==> src/rtl/iomem_wb_pkg.sv <==
// Shared types and constants for the picosoc iomem to Wishbone bridge.
// Imported by the bridge FSM and its timeout watchdog.
package iomem_wb_pkg;

    typedef enum logic [1:0] {
        IDLE,
        REQ,
        RESP,
        HOLD
    } state_t;

    localparam logic [31:0] ERR_DATA_DEF = 32'hDEAD_BEEF;

    localparam int SLV_LEDS = 0;
    localparam int SLV_VGA  = 1;

    function automatic int idx_width(input int n);
        return (n > 1) ? $clog2(n) : 1;
    endfunction

endpackage

==> src/rtl/wb_timeout_watchdog.sv <==
// Bus watchdog: counts REQ cycles, flags expiry, keeps a saturating
// count of timeouts that err_clr resets (a same-cycle timeout wins).
module wb_timeout_watchdog #(
    parameter int TIMEOUT_CYCLES = 255
) (
    input  logic       clk,
    input  logic       reset,
    input  logic       i_start,
    input  logic       i_run,
    input  logic       i_ack,
    input  logic       i_clr,
    output logic       o_expire,
    output logic [7:0] o_timeout_cnt
);
    import iomem_wb_pkg::*;

    localparam int CW = $clog2(TIMEOUT_CYCLES);

    logic [CW-1:0] r_wd;
    logic [7:0]    r_tcnt;
    logic          w_last;

    assign w_last        = (r_wd == CW'(TIMEOUT_CYCLES - 1));
    assign o_expire      = i_run && !i_ack && w_last;
    assign o_timeout_cnt = r_tcnt;

    always_ff @(posedge clk) begin
        if (reset) begin
            r_wd <= '0;
        end else if (i_start) begin
            r_wd <= '0;
        end else if (i_run) begin
            r_wd <= r_wd + 1'b1;
        end
    end

    always_ff @(posedge clk) begin
        if (reset) begin
            r_tcnt <= 8'd0;
        end else if (o_expire) begin
            if (i_clr) begin
                r_tcnt <= 8'd1;
            end else if (r_tcnt != 8'hFF) begin
                r_tcnt <= r_tcnt + 8'd1;
            end
        end else if (i_clr) begin
            r_tcnt <= 8'd0;
        end
    end

endmodule

==> src/rtl/iomem_wb_bridge.sv <==
// picosoc iomem to multi-slave Wishbone classic bridge with address
// decode, one-hot cycle select, indexed read mux and bus watchdog.
module iomem_wb_bridge
    import iomem_wb_pkg::*;
#(
    parameter int          NUM_SLAVES     = 4,
    parameter logic [7:0]  WB_BASE        = 8'h03,
    parameter int          SEL_LSB        = 20,
    parameter int          TIMEOUT_CYCLES = 255,
    parameter logic [31:0] ERR_DATA       = ERR_DATA_DEF
) (
    input  logic                     clk,
    input  logic                     reset,
    input  logic                     iomem_valid,
    output logic                     iomem_ready,
    input  logic [3:0]               iomem_wstrb,
    input  logic [31:0]              iomem_addr,
    input  logic [31:0]              iomem_wdata,
    output logic [31:0]              iomem_rdata,
    output logic [NUM_SLAVES-1:0]    wb_cyc_o,
    output logic                     wb_stb_o,
    output logic                     wb_we_o,
    output logic [3:0]               wb_sel_o,
    output logic [31:0]              wb_adr_o,
    output logic [31:0]              wb_dat_o,
    input  logic [NUM_SLAVES-1:0]    wb_ack_i,
    input  logic [32*NUM_SLAVES-1:0] wb_dat_i,
    output logic                     err_o,
    input  logic                     err_clr,
    output logic [7:0]               timeout_cnt
);
    localparam int IDX_W = idx_width(NUM_SLAVES);

    state_t                r_state, w_state_nx;
    logic [NUM_SLAVES-1:0] r_cyc, w_cyc_nx;
    logic                  r_stb, w_stb_nx;
    logic                  r_we, w_we_nx;
    logic [3:0]            r_sel, w_sel_nx;
    logic [31:0]           r_adr, w_adr_nx;
    logic [31:0]           r_dat, w_dat_nx;
    logic [31:0]           r_rdata, w_rdata_nx;
    logic [IDX_W-1:0]      r_idx, w_idx_nx;
    logic                  r_err, w_err_nx;

    logic [IDX_W-1:0] w_idx_in;
    logic             w_in_win;
    logic             w_dec_ok;
    logic             w_start;
    logic             w_run;
    logic             w_ack;
    logic [31:0]      w_slv_dat;
    logic             w_expire;

    assign w_idx_in = iomem_addr[SEL_LSB +: IDX_W];
    assign w_in_win = (iomem_addr[31:24] >= WB_BASE);
    assign w_dec_ok = (int'(w_idx_in) < NUM_SLAVES);
    assign w_run    = (r_state == REQ);
    assign w_start  = (r_state == IDLE) && iomem_valid
                   && w_in_win && w_dec_ok;

    // Only the addressed slave's ack and data are looked at
    always_comb begin
        w_ack     = 1'b0;
        w_slv_dat = '0;
        for (int i = 0; i < NUM_SLAVES; i++) begin
            if (int'(r_idx) == i) begin
                w_ack     = wb_ack_i[i];
                w_slv_dat = wb_dat_i[32*i +: 32];
            end
        end
    end

    wb_timeout_watchdog #(
        .TIMEOUT_CYCLES (TIMEOUT_CYCLES)
    ) u_wdog (
        .clk           (clk),
        .reset         (reset),
        .i_start       (w_start),
        .i_run         (w_run),
        .i_ack         (w_ack),
        .i_clr         (err_clr),
        .o_expire      (w_expire),
        .o_timeout_cnt (timeout_cnt)
    );

    always_comb begin
        w_state_nx = r_state;
        w_cyc_nx   = r_cyc;
        w_stb_nx   = r_stb;
        w_we_nx    = r_we;
        w_sel_nx   = r_sel;
        w_adr_nx   = r_adr;
        w_dat_nx   = r_dat;
        w_rdata_nx = r_rdata;
        w_idx_nx   = r_idx;
        w_err_nx   = err_clr ? 1'b0 : r_err;
        unique case (r_state)
            IDLE: begin
                if (iomem_valid && w_in_win) begin
                    w_adr_nx = iomem_addr;
                    w_dat_nx = iomem_wdata;
                    w_sel_nx = iomem_wstrb;
                    w_we_nx  = |iomem_wstrb;
                    w_idx_nx = w_idx_in;
                    if (w_dec_ok) begin
                        for (int i = 0; i < NUM_SLAVES; i++) begin
                            w_cyc_nx[i] = (int'(w_idx_in) == i);
                        end
                        w_stb_nx   = 1'b1;
                        w_state_nx = REQ;
                    end else begin
                        w_rdata_nx = ERR_DATA;
                        w_err_nx   = 1'b1;
                        w_state_nx = RESP;
                    end
                end
            end
            REQ: begin
                if (w_ack) begin
                    w_rdata_nx = w_slv_dat;
                    w_cyc_nx   = '0;
                    w_stb_nx   = 1'b0;
                    w_we_nx    = 1'b0;
                    w_state_nx = RESP;
                end else if (w_expire) begin
                    w_rdata_nx = ERR_DATA;
                    w_err_nx   = 1'b1;
                    w_cyc_nx   = '0;
                    w_stb_nx   = 1'b0;
                    w_we_nx    = 1'b0;
                    w_state_nx = RESP;
                end
            end
            RESP:    w_state_nx = HOLD;
            HOLD:    w_state_nx = IDLE;
            default: w_state_nx = IDLE;
        endcase
    end

    always_ff @(posedge clk) begin
        if (reset) begin
            r_state <= IDLE;
            r_cyc   <= '0;
            r_stb   <= 1'b0;
            r_we    <= 1'b0;
            r_sel   <= 4'd0;
            r_adr   <= 32'd0;
            r_dat   <= 32'd0;
            r_rdata <= 32'd0;
            r_idx   <= '0;
            r_err   <= 1'b0;
        end else begin
            r_state <= w_state_nx;
            r_cyc   <= w_cyc_nx;
            r_stb   <= w_stb_nx;
            r_we    <= w_we_nx;
            r_sel   <= w_sel_nx;
            r_adr   <= w_adr_nx;
            r_dat   <= w_dat_nx;
            r_rdata <= w_rdata_nx;
            r_idx   <= w_idx_nx;
            r_err   <= w_err_nx;
        end
    end

    assign iomem_ready = (r_state == RESP);
    assign iomem_rdata = r_rdata;
    assign wb_cyc_o    = r_cyc;
    assign wb_stb_o    = r_stb;
    assign wb_we_o     = r_we;
    assign wb_sel_o    = r_sel;
    assign wb_adr_o    = r_adr;
    assign wb_dat_o    = r_dat;
    assign err_o       = r_err;

endmodule

==> config.mk <==
export PLATFORM = sky130hd
export DESIGN_NAME = iomem_wb_bridge
export DESIGN_NICKNAME = d
export VERILOG_FILES = /design/src/rtl/iomem_wb_pkg.sv /design/src/rtl/wb_timeout_watchdog.sv /design/src/rtl/iomem_wb_bridge.sv
export SDC_FILE = /design/constraint.sdc
export NUM_CORES = 1
export LEC_CHECK = 0
export BUFFER_PORTS_ARGS = -buffer_cell sky130_fd_sc_hd__buf_2
export CAP_MARGIN = 20
export CORE_AREA = 2 2 123 125
export DETAILED_ROUTE_END_ITERATION = 6
export DIE_AREA = 0 0 125 127
export GPL_TIMING_DRIVEN = 0
export PLACE_DENSITY_LB_ADDON = 0.2
export REMOVE_ABC_BUFFERS = 1
export SYNTH_ARGS = -nofsm -noshare
export SYNTH_HDL_FRONTEND = slang
export SYNTH_HIERARCHICAL = 1
export SYNTH_SLANG_ARGS = --single-unit
==> constraint.sdc <==
create_clock -name clk -period 2.7 [get_ports clk]
set_clock_uncertainty 0.05 [all_clocks]
set_input_delay 0.54 -clock clk [delete_from_list [all_inputs] [get_ports clk]]
set_output_delay 0.54 -clock clk [all_outputs]
set_load 0.005 [all_outputs]
; ---- Yosys cells after proc, flatten, opt, wreduce, memory -nomap -nowiden
; Cells that the tools add are included.
[word_totals]
reg_bits = 127
input_bits = 204
out_inout_bits = 116
[classes]
n_addsub = 2
order_cmp = 1
eq_ne = 13
mux = 32
reduce_logical = 20
[ops]
columns = operator, n
row1 = $mux 32, 6
row2 = $mux 8, 4
row3 = $add 8x1->8 const B, 2
row4 = $eq 2x2->1 const B, 6
row5 = $mux 1, 12
row6 = $mux 4, 3
row7 = $eq 8x8->1 const B, 1
row8 = $ge 8x2->1 const B, 1
row9 = $ne 8x8->1 const B, 1
row10 = $pmux 2 s4, 1
row11 = $pmux 4 s2, 1
row12 = $reduce_and 2->1, 4
row13 = $reduce_bool 2->1, 4
row14 = $eq 2x1->1 const B, 3
row15 = $logic_not 2->1, 3
row16 = $mux 2, 3
row17 = $logic_and 1x1->1, 5
row18 = $pmux 1 s2, 2
row19 = $reduce_or 4->1, 1
row20 = $ne 3x3->1 const B, 1
row21 = $reduce_and 3->1, 1
row22 = $ne 2x1->1 const B, 1
row23 = $reduce_or 2->1, 1
row24 = $logic_not 1->1, 1

; ---- Logic depth before layout (Yosys ltp)
; Gate-level depths: netlist (run 1).
[logic_depth]
depth_word = 11
depth_mapped = 9
depth_no_buf = 8

; ---- Cells and area by module
; Netlist (run 1), hierarchy kept.
[modules_own_cells]
columns = module, n_inst, cells_per_inst, area_each_um2
row1 = iomem_wb_bridge, 1, 540, 4795.8
row2 = wb_timeout_watchdog, 1, 91, 805.8

; ---- Worst setup path after synthesis (run 1)
; No wires, ideal clock.
[synth_timing]
path_kind = reg-to-reg
start = register wb_adr_o[20] (netlist name)
end = register r_rdata[10], in the netlist iomem_rdata[10]
arrival_ps = 2342
required_time_ps = 2572
path_slack_ps = 230
path_stages_with_launch = 10
synth_period_minus_slack_ps = 2470
cell_sequence = dfxtp_1 -> buf_2 -> mux4_2 -> buf_4 -> nand4b_1 -> nor3_1 -> o21a_1 -> buf_2 -> nor2_1 -> nor3_1
[synth_rtl]
columns = item, line_no
row1 = "end signal, assigned", iomem_wb_bridge.sv:160  ; r_rdata <= w_rdata_nx;
row2 = "end, declared", iomem_wb_bridge.sv:41  ; logic [31:0] r_rdata, w_rdata_nx;

==> results of run 1 <==
-- worst min-delay path, cell delays in order --
cell and delay, ps:
buf_2 90, nand2_1 40, a21oi_1 50
-- what timing repair did --
item,in CTS,in global routing
pin swaps,1,1
endpoints found under the hold margin,0,0
endpoints found under the setup margin,47,80
resized for setup,5,4
gates cloned,1,0
buffers inserted,5,0
-- sequential cells by signal, summed over array words and instances, names as in the netlist --
name,count
r_state,2
u_wdog/r_wd,8
wb_sel_o,4
wb_we_o,1
wb_cyc_o,4
err_o,1
iomem_rdata,32
u_wdog/o_timeout_cnt,8
wb_adr_o,32
wb_stb_o,1
wb_dat_o,32
-- worst min-delay path by stage --
stage,from,endpoint,cells past startpoint
CTS,iomem_wdata[15],wb_dat_o[15],3
global placement,wb_dat_o[20],wb_dat_o[20],2
finish,iomem_wdata[15],wb_dat_o[15],3
detailed placement,wb_adr_o[28],wb_adr_o[28],2
global route,iomem_addr[4],wb_adr_o[4],3
floorplan,iomem_rdata[4],iomem_rdata[4],2
-- cell type report --
type	count	area [sq um]
tap	184	230.2
fill	1382	6297
antenna	2	5.005
clock buffer	19	452.9
multi-input combinational	450	2861
clock inverter	13	211.5
timing repair buffer	331	1804
sequential	125	2507
inverter	10	53.80
-- cell families (layout without fill, tap and decap cells) --
| group | count (synthesis) | count (layout) | share of synthesized area, % |
|---|---|---|---|
| compound gates | 118 | 118 | 12.37 |
| xor+xnor | 5 | 5 | 0.7817 |
| fa+ha+maj | 7 | 7 | 1.563 |
| buf+inv | 56 | 373 | 4.780 |
| flops | 125 | 125 | 44.67 |
| mux | 36 | 36 | 13.80 |
| other cells | 0 | 2 | 0 |
| simple gates | 284 | 284 | 22.02 |
-- through the flow --
stage / setup WS (ps) / setup TNS, ps / area [sq um] / power, mW / std cells
after floorplan: -1503 / -129640 / 5385 / 3.585 / 585
final: 133.5 / 0 / 8127 / 7.054 / 1134
after CTS: 45.35 / 0 / 8110 / 7.116 / 1132
after detailed placement: -704.7 / -32000 / 7360 / 4.512 / 1094
after global routing: 18.22 / 0 / 8127 / 7.484 / 1134
after global placement: -3349 / -305740 / 7212 / 4.400 / 1088
-- metal layers --
metal | vias up | GRT usage [%] | part of all wire, %
li1 | 2814 | - | -
met1 | 2602 | 26.77 | 41
met2 | 237 | 37.31 | 50
met3 | 30 | 5.779 | 6.9
met4 | 0 | 9.542 | 2.2
met5 | - | 0 | 0
-- placed cells by master (no fill, tap or decap), drive strengths merged, types with 6 or more instances in the layout --
| cell type | Yosys | layout |
|---|---|---|
| bufinv | 1 | 6 |
| mux4 | 33 | 33 |
| a211oi | 11 | 11 |
| dfxtp | 125 | 125 |
| o21ai | 7 | 7 |
| nor2 | 70 | 70 |
| a21oi | 80 | 80 |
| buf | 22 | 330 |
| nand3 | 6 | 6 |
| nand2 | 144 | 144 |
| a22oi | 7 | 7 |
| ha | 7 | 7 |
| clkbuf | 24 | 19 |
| inv | 9 | 11 |
| nor3 | 30 | 30 |
-- report_power, final --
group | total (mW) | internal [mW] | switching [mW] | leakage (nW)
combinational | 2.13 | 0.984 | 1.14 | 2.36
clock | 2.55 | 1.69 | 0.864 | 0.312
sequential | 2.37 | 2.19 | 0.184 | 1.02
==> results by group, run 1 <==
Die
  – Num rows: 44
  – Initial core utilization: 38.84%
  – Die Footprint: 0.01588 sq mm
  – Die height: 127 um
  – Core area: 0.01442 sq mm
  – I/O Pins: 320
  – DIE WIDTH: 125 um

Critical path
  – Worst Path Class, Setup: reg -> reg
  – Critical path capture point type: register
  – CP delay by family, top: simple AND/OR/NAND/NOR gates
  – CP Buf/Inv Count: 1
  – Cells along the critical path: buf_12, mux4_2, nand4b_1, a2111o_1, or4_1, a21oi_1
  – Startpoint type of the worst setup path: register
  – Crit-path slowest cell: mux4_2
  – RR Startpoint: wb_adr_o[20]
  – CP Data Arrival Time: 2870 ps
  – R2R depth: 6
  – R2R Setup Slk: 130 ps
  – Slowest cell delay on critical path: 530 ps
  – Worst Path Max Fanout: 14
  – Worst r2r dst: u_wdog/o_timeout_cnt[5]
  – Critical path destination: u_wdog/o_timeout_cnt[5]
  – Worst Setup SP: wb_adr_o[20]
  – Critical Path RT: 3000 ps
  – WP depth: 6

Drt
  – Routed WL: 17860 um
  – DRT Pass-1 Iters: 4
  – Detail Route Antenna Nets: 0
  – DR vias: 5683
  – Residual DRC count: 0
  – Avg WL per Cell: 15.75 um
  – 1st-iter DRT viols: 272
  – Via/cell ratio: 5.011

Clock network
  – CTS tree: built
  – Post-CTS Hold Buffers: 0
  – Num CTS Buffers: 17
  – CTS clk-pin slew, worst paths: 60 ps
  – CTS Buffer Depth: 2
  – Clk Tree Root Cell: clkbuf_16
  – Worst-skew pair later-pin latency: 420 ps
  – H-tree depth: 4
  – Clock sinks: 125

Synthesis
  – Cell variety after synth: 53
  – #FFs+latches synth: 125
  – Share of the synthesized area in the top cell type: 44.67%
  – Synth Flop Type: dfxtp_1
  – Cells after synthesis: 631
  – Area contributors post-synth: dfxtp_1 45%, mux4_2 13%, nand2_1 9.6%
  – Netlist Area Pre-Place: 0.005602 sq mm
  – Syn_area_per_cell: 8.877 sq um
  – Dominant cell by count in the synthesized netlist: nand2_1
  – Post-synth EDFFs: 0
  – Synth area leader: dfxtp_1
  – Yosys warnings: 6
  – Commonest cells in the netlist: 143 x nand2_1, 125 x dfxtp_1, 80 x a21oi_1
  – Sequential-to-total area share from yosys stat: 44.67%
  – FFs w/ async S/R, synth: 0%

Timing
  – RSZ-0062 raised after global routing: false
  – Tmin final: 2566 ps
  – Slew HR: 39.66%
  – Fmax achieved: 0.3896 GHz
  – Final Max Tran Viols: 0
  – Part of the cycle the worst path needs: 95.06%
  – Finish-stage setup viols: 0
  – Tightest hold margin: 296.1 ps
  – Final Hold Vio Count: 0
  – Worst Tran Pin Value: 896.9 ps

Flow run
  – Max Cap Viol: 0

Power and ir drop
  – Power Density: 868.1 mW/mm^2
  – Static Leak: 3.694 nW
  – Max VDD drop: 0.4203 mV

Final layout
  – Fraction of layout cells with a size suffix above 1: 43.57%
  – Layout Utilization: 56.34%
  – Area Overhead vs Synth: 45.07%
  – NumNets Final: 1146

Global route
  – Total grt overflow: 0
  – Vias in the first global route: 5348
  – All-Layer GR Usage: 22.08%
  – Largest net degree at the start of global routing: 60
  – First-pass GRT wire length: 27860 um
  – Initial antenna violation count: 2

Placed design
  – Count of input and output buffers: 319
  – GP Congestion: 0.7915
  – HPWL Detailed: 13240 um

Status
  – Status: complete, no violations

Worst hold path
  – Hold WC Path Type: in -> reg
(Power assumes the default switching activity.)
==> run 2: changes to the inputs <==
Settings changed: CORE_AREA 2 2 123 125 to 2 2 125 127, DIE_AREA 0 0 125 127 to 0 0 127 129.
Clock period 2.7 ns to 3.1 ns, I/O delays scaled along.
==> run 2 against run 1 <==
Non-clock buffer count fell by 1. Flip-flop and latch count unchanged. Cell count up 0.35%. Die area grew 3.2%. Power fell by 18%. Wire length fell by 1.9%. Critical path depth is the same. Largest cell class unchanged.
==> results by group, run 2 (synthesis results as in run 1) <==
Final layout
  – Layout Utilization: 53.38% (was 56.34%)
  – NumNets Final: 1145 (was 1146)
  – Final Non-Filler Cells: 1138 (was 1134)
  – Final instance area: 0.007995 sq mm (was 0.008127 sq mm)
  – Fillers: 1465 (was 1382)
  – Area Overhead vs Synth: 42.73% (was 45.07%)
  – Commonest non-fill, non-tap cell in the layout: buf_2 (unchanged)
  – Commonest cells after routing, fill and taps aside: 318 x buf_2, 143 x nand2_1, 123 x dfxtp_1 (unchanged)
  – Fraction of layout cells with a size suffix above 1: 43.51% (was 43.57%)

Clock network
  – Clock sinks: 125 (unchanged)
  – Worst-skew pair later-pin latency: 420 ps (about the same)
  – CTS tree: built (unchanged)
  – CTS Buffer Depth: 2 (unchanged)
  – CTS clk-pin slew, worst paths: 60 ps (about the same)
  – Clk Tree Root Cell: clkbuf_16 (unchanged)
  – H-tree depth: 4 (unchanged)
  – Num CTS Buffers: 17 (unchanged)

Drt
  – DRT Pass-1 Iters: 4 (unchanged)
  – DR vias: 5654 (was 5683)
  – Via/cell ratio: 4.968 (was 5.011)
  – Residual DRC count: 0 (unchanged)
  – 1st-iter DRT viols: 250 (was 272)
  – Routed WL: 17510 um (was 17860 um)
  – Detail Route Antenna Nets: 0 (unchanged)
  – Avg WL per Cell: 15.39 um (was 15.75 um)

Critical path
  – Startpoint type of the worst setup path: register (unchanged)
  – Worst Path Class, Setup: reg -> reg (unchanged)
  – Worst Path Max Fanout: 27 (was 14)
  – Crit-path slowest cell: mux4_2 (unchanged)
  – Critical path capture point type: register (unchanged)
  – R2R depth: 6 (unchanged)
  – Critical Path RT: 3400 ps (was 3000 ps)
  – CP Buf/Inv Count: 1 (unchanged)
  – WP depth: 6 (unchanged)
  – CP delay by family, top: simple AND/OR/NAND/NOR gates (unchanged)
  – Cells along the critical path: buf_12, mux4_2, nand4b_1, a2111o_2, or4_1, a21oi_1 (was buf_12, mux4_2, nand4b_1, a2111o_1, or4_1, a21oi_1)
  – Slowest cell delay on critical path: 630 ps (was 530 ps)
  – CP Data Arrival Time: 3230 ps (was 2870 ps)

Timing
  – Tmin final: 2934 ps (was 2566 ps)
  – Fmax achieved: 0.3409 GHz (was 0.3896 GHz)
  – RSZ-0062 raised after global routing: false (unchanged)
  – Finish-stage setup viols: 0 (unchanged)
  – Final Hold Vio Count: 0 (unchanged)
  – Tightest hold margin: 389.6 ps (was 296.1 ps)
  – Worst Tran Pin Value: 936.4 ps (was 896.9 ps)
  – Slew HR: 37.00% (was 39.66%)
  – Part of the cycle the worst path needs: 94.63% (was 95.06%)
  – Final Max Tran Viols: 0 (unchanged)

Status
  – Status: complete, no violations (unchanged)

Die
  – Die height: 129 um (was 127 um)
  – DIE WIDTH: 127 um (was 125 um)
  – Core area: 0.01498 sq mm (was 0.01442 sq mm)
  – Initial core utilization: 37.40% (was 38.84%)
  – Die Footprint: 0.01638 sq mm (was 0.01588 sq mm)
  – I/O Pins: 320 (unchanged)
  – Num rows: 45 (was 44)

Global route
  – Largest net degree at the start of global routing: 61 (was 60)
  – All-Layer GR Usage: 20.84% (was 22.08%)
  – Initial antenna violation count: 2 (unchanged)
  – Vias in the first global route: 5362 (was 5348)
  – Total grt overflow: 0 (unchanged)
  – First-pass GRT wire length: 26830 um (was 27860 um)

Placed design
  – Placed insts: 1097 (was 1094)
  – Count of input and output buffers: 319 (unchanged)
  – HPWL Detailed: 13130 um (was 13240 um)
  – Dpl cell area: 0.007338 sq mm (was 0.007360 sq mm)
  – GP Congestion: 0.7986 (was 0.7915)

Power and ir drop
  – Max VDD drop: 0.3846 mV (was 0.4203 mV)
  – Static Leak: 3.623 nW (was 3.694 nW)
  – Design Power: 5.786 mW (was 7.054 mW)
  – Power Density: 723.7 mW/mm^2 (was 868.1 mW/mm^2)

Flow run
  – Max Cap Viol: 0 (unchanged)

Worst hold path
  – Hold WC Path Type: in -> reg (unchanged)
  – WHS Path Cells: 3 (unchanged)
run 2: changes by cell type in the layout (fill, tap and decap cells not counted), sizes merged:
cell / delta
bufbuf: -1
bufinv: -4
clkbuf: +1
clkinvlp: +4
diode: +1
inv: -1
run 2: report_power, final:
group          total (mW)  switching [mW]  internal [mW]
registers            2.09           0.180           1.91
logic                1.79           0.962          0.833
clock network        1.91           0.740           1.17
total                5.79            1.88           3.90
run 2: cell type report:
| class | count | area, sq um | area share, % |
|---|---|---|---|
| timing repair buffer | 330 | 1752 | 21.91 |
| tap | 188 | 235.2 | 2.942 |
| antenna | 3 | 7.507 | 0.09390 |
| clock buffer | 20 | 466.7 | 5.837 |
| clock inverter | 12 | 112.6 | 1.408 |
| multi-input combinational | 450 | 2860 | 35.77 |
| inverter | 10 | 51.30 | 0.6416 |
| sequential | 125 | 2510 | 31.39 |
run 2: metal layers:
layer  routed length, um  GRT usage [%]  part of all wire (%)
met2                8766          35.93                    50
met1                6984          23.97                    40
met3                1461          6.902                   8.3
met4                 301          8.468                   1.7
met5                   0              0                     0
run 2: worst register-to-register path, delay by kind of cell (launching register included):
| family | cells | cell delay [ps] |
|---|---|---|
| and+or+nand+nor | 2 | 800 |
| AOI/OAI and AO/OA | 2 | 670 |
| muxes | 1 | 630 |
| DFF | 1 | 460 |
| buffers and inverters | 1 | 260 |
run 2: what timing repair did:
| action | CTS | global route |
|---|---|---|
| resized for setup | 3 | 4 |
| endpoints found under the setup margin | 31 | 41 |
| setup buffers | 0 | 6 |
| hold endpoints to repair | 0 | 0 |
| pin swaps | 0 | 1 |
| hold buffers | 0 | 0 |
run 2: through the flow:
| stage | setup WS [ps] | TNS [ps] |
|---|---|---|
| 2_1_floorplan | -1183 | -85720 |
| 3_3_place_gp | -3030 | -264940 |
| 3_5_place_dp | -442.0 | -9903 |
| 4_1_cts | 61.11 | 0 |
| 5_1_grt | 13.18 | 0 |
| 6_report | 166.5 | 0 |
run 2: final timing paths:
check,startpoint,endpoint,slack [ps]
setup / recovery,wb_adr_o[20],u_wdog/o_timeout_cnt[7],170
setup reg to reg,wb_adr_o[20],u_wdog/o_timeout_cnt[7],170
hold / removal,iomem_wdata[20],wb_dat_o[20],390
hold reg to reg,wb_adr_o[10],wb_adr_o[10],400
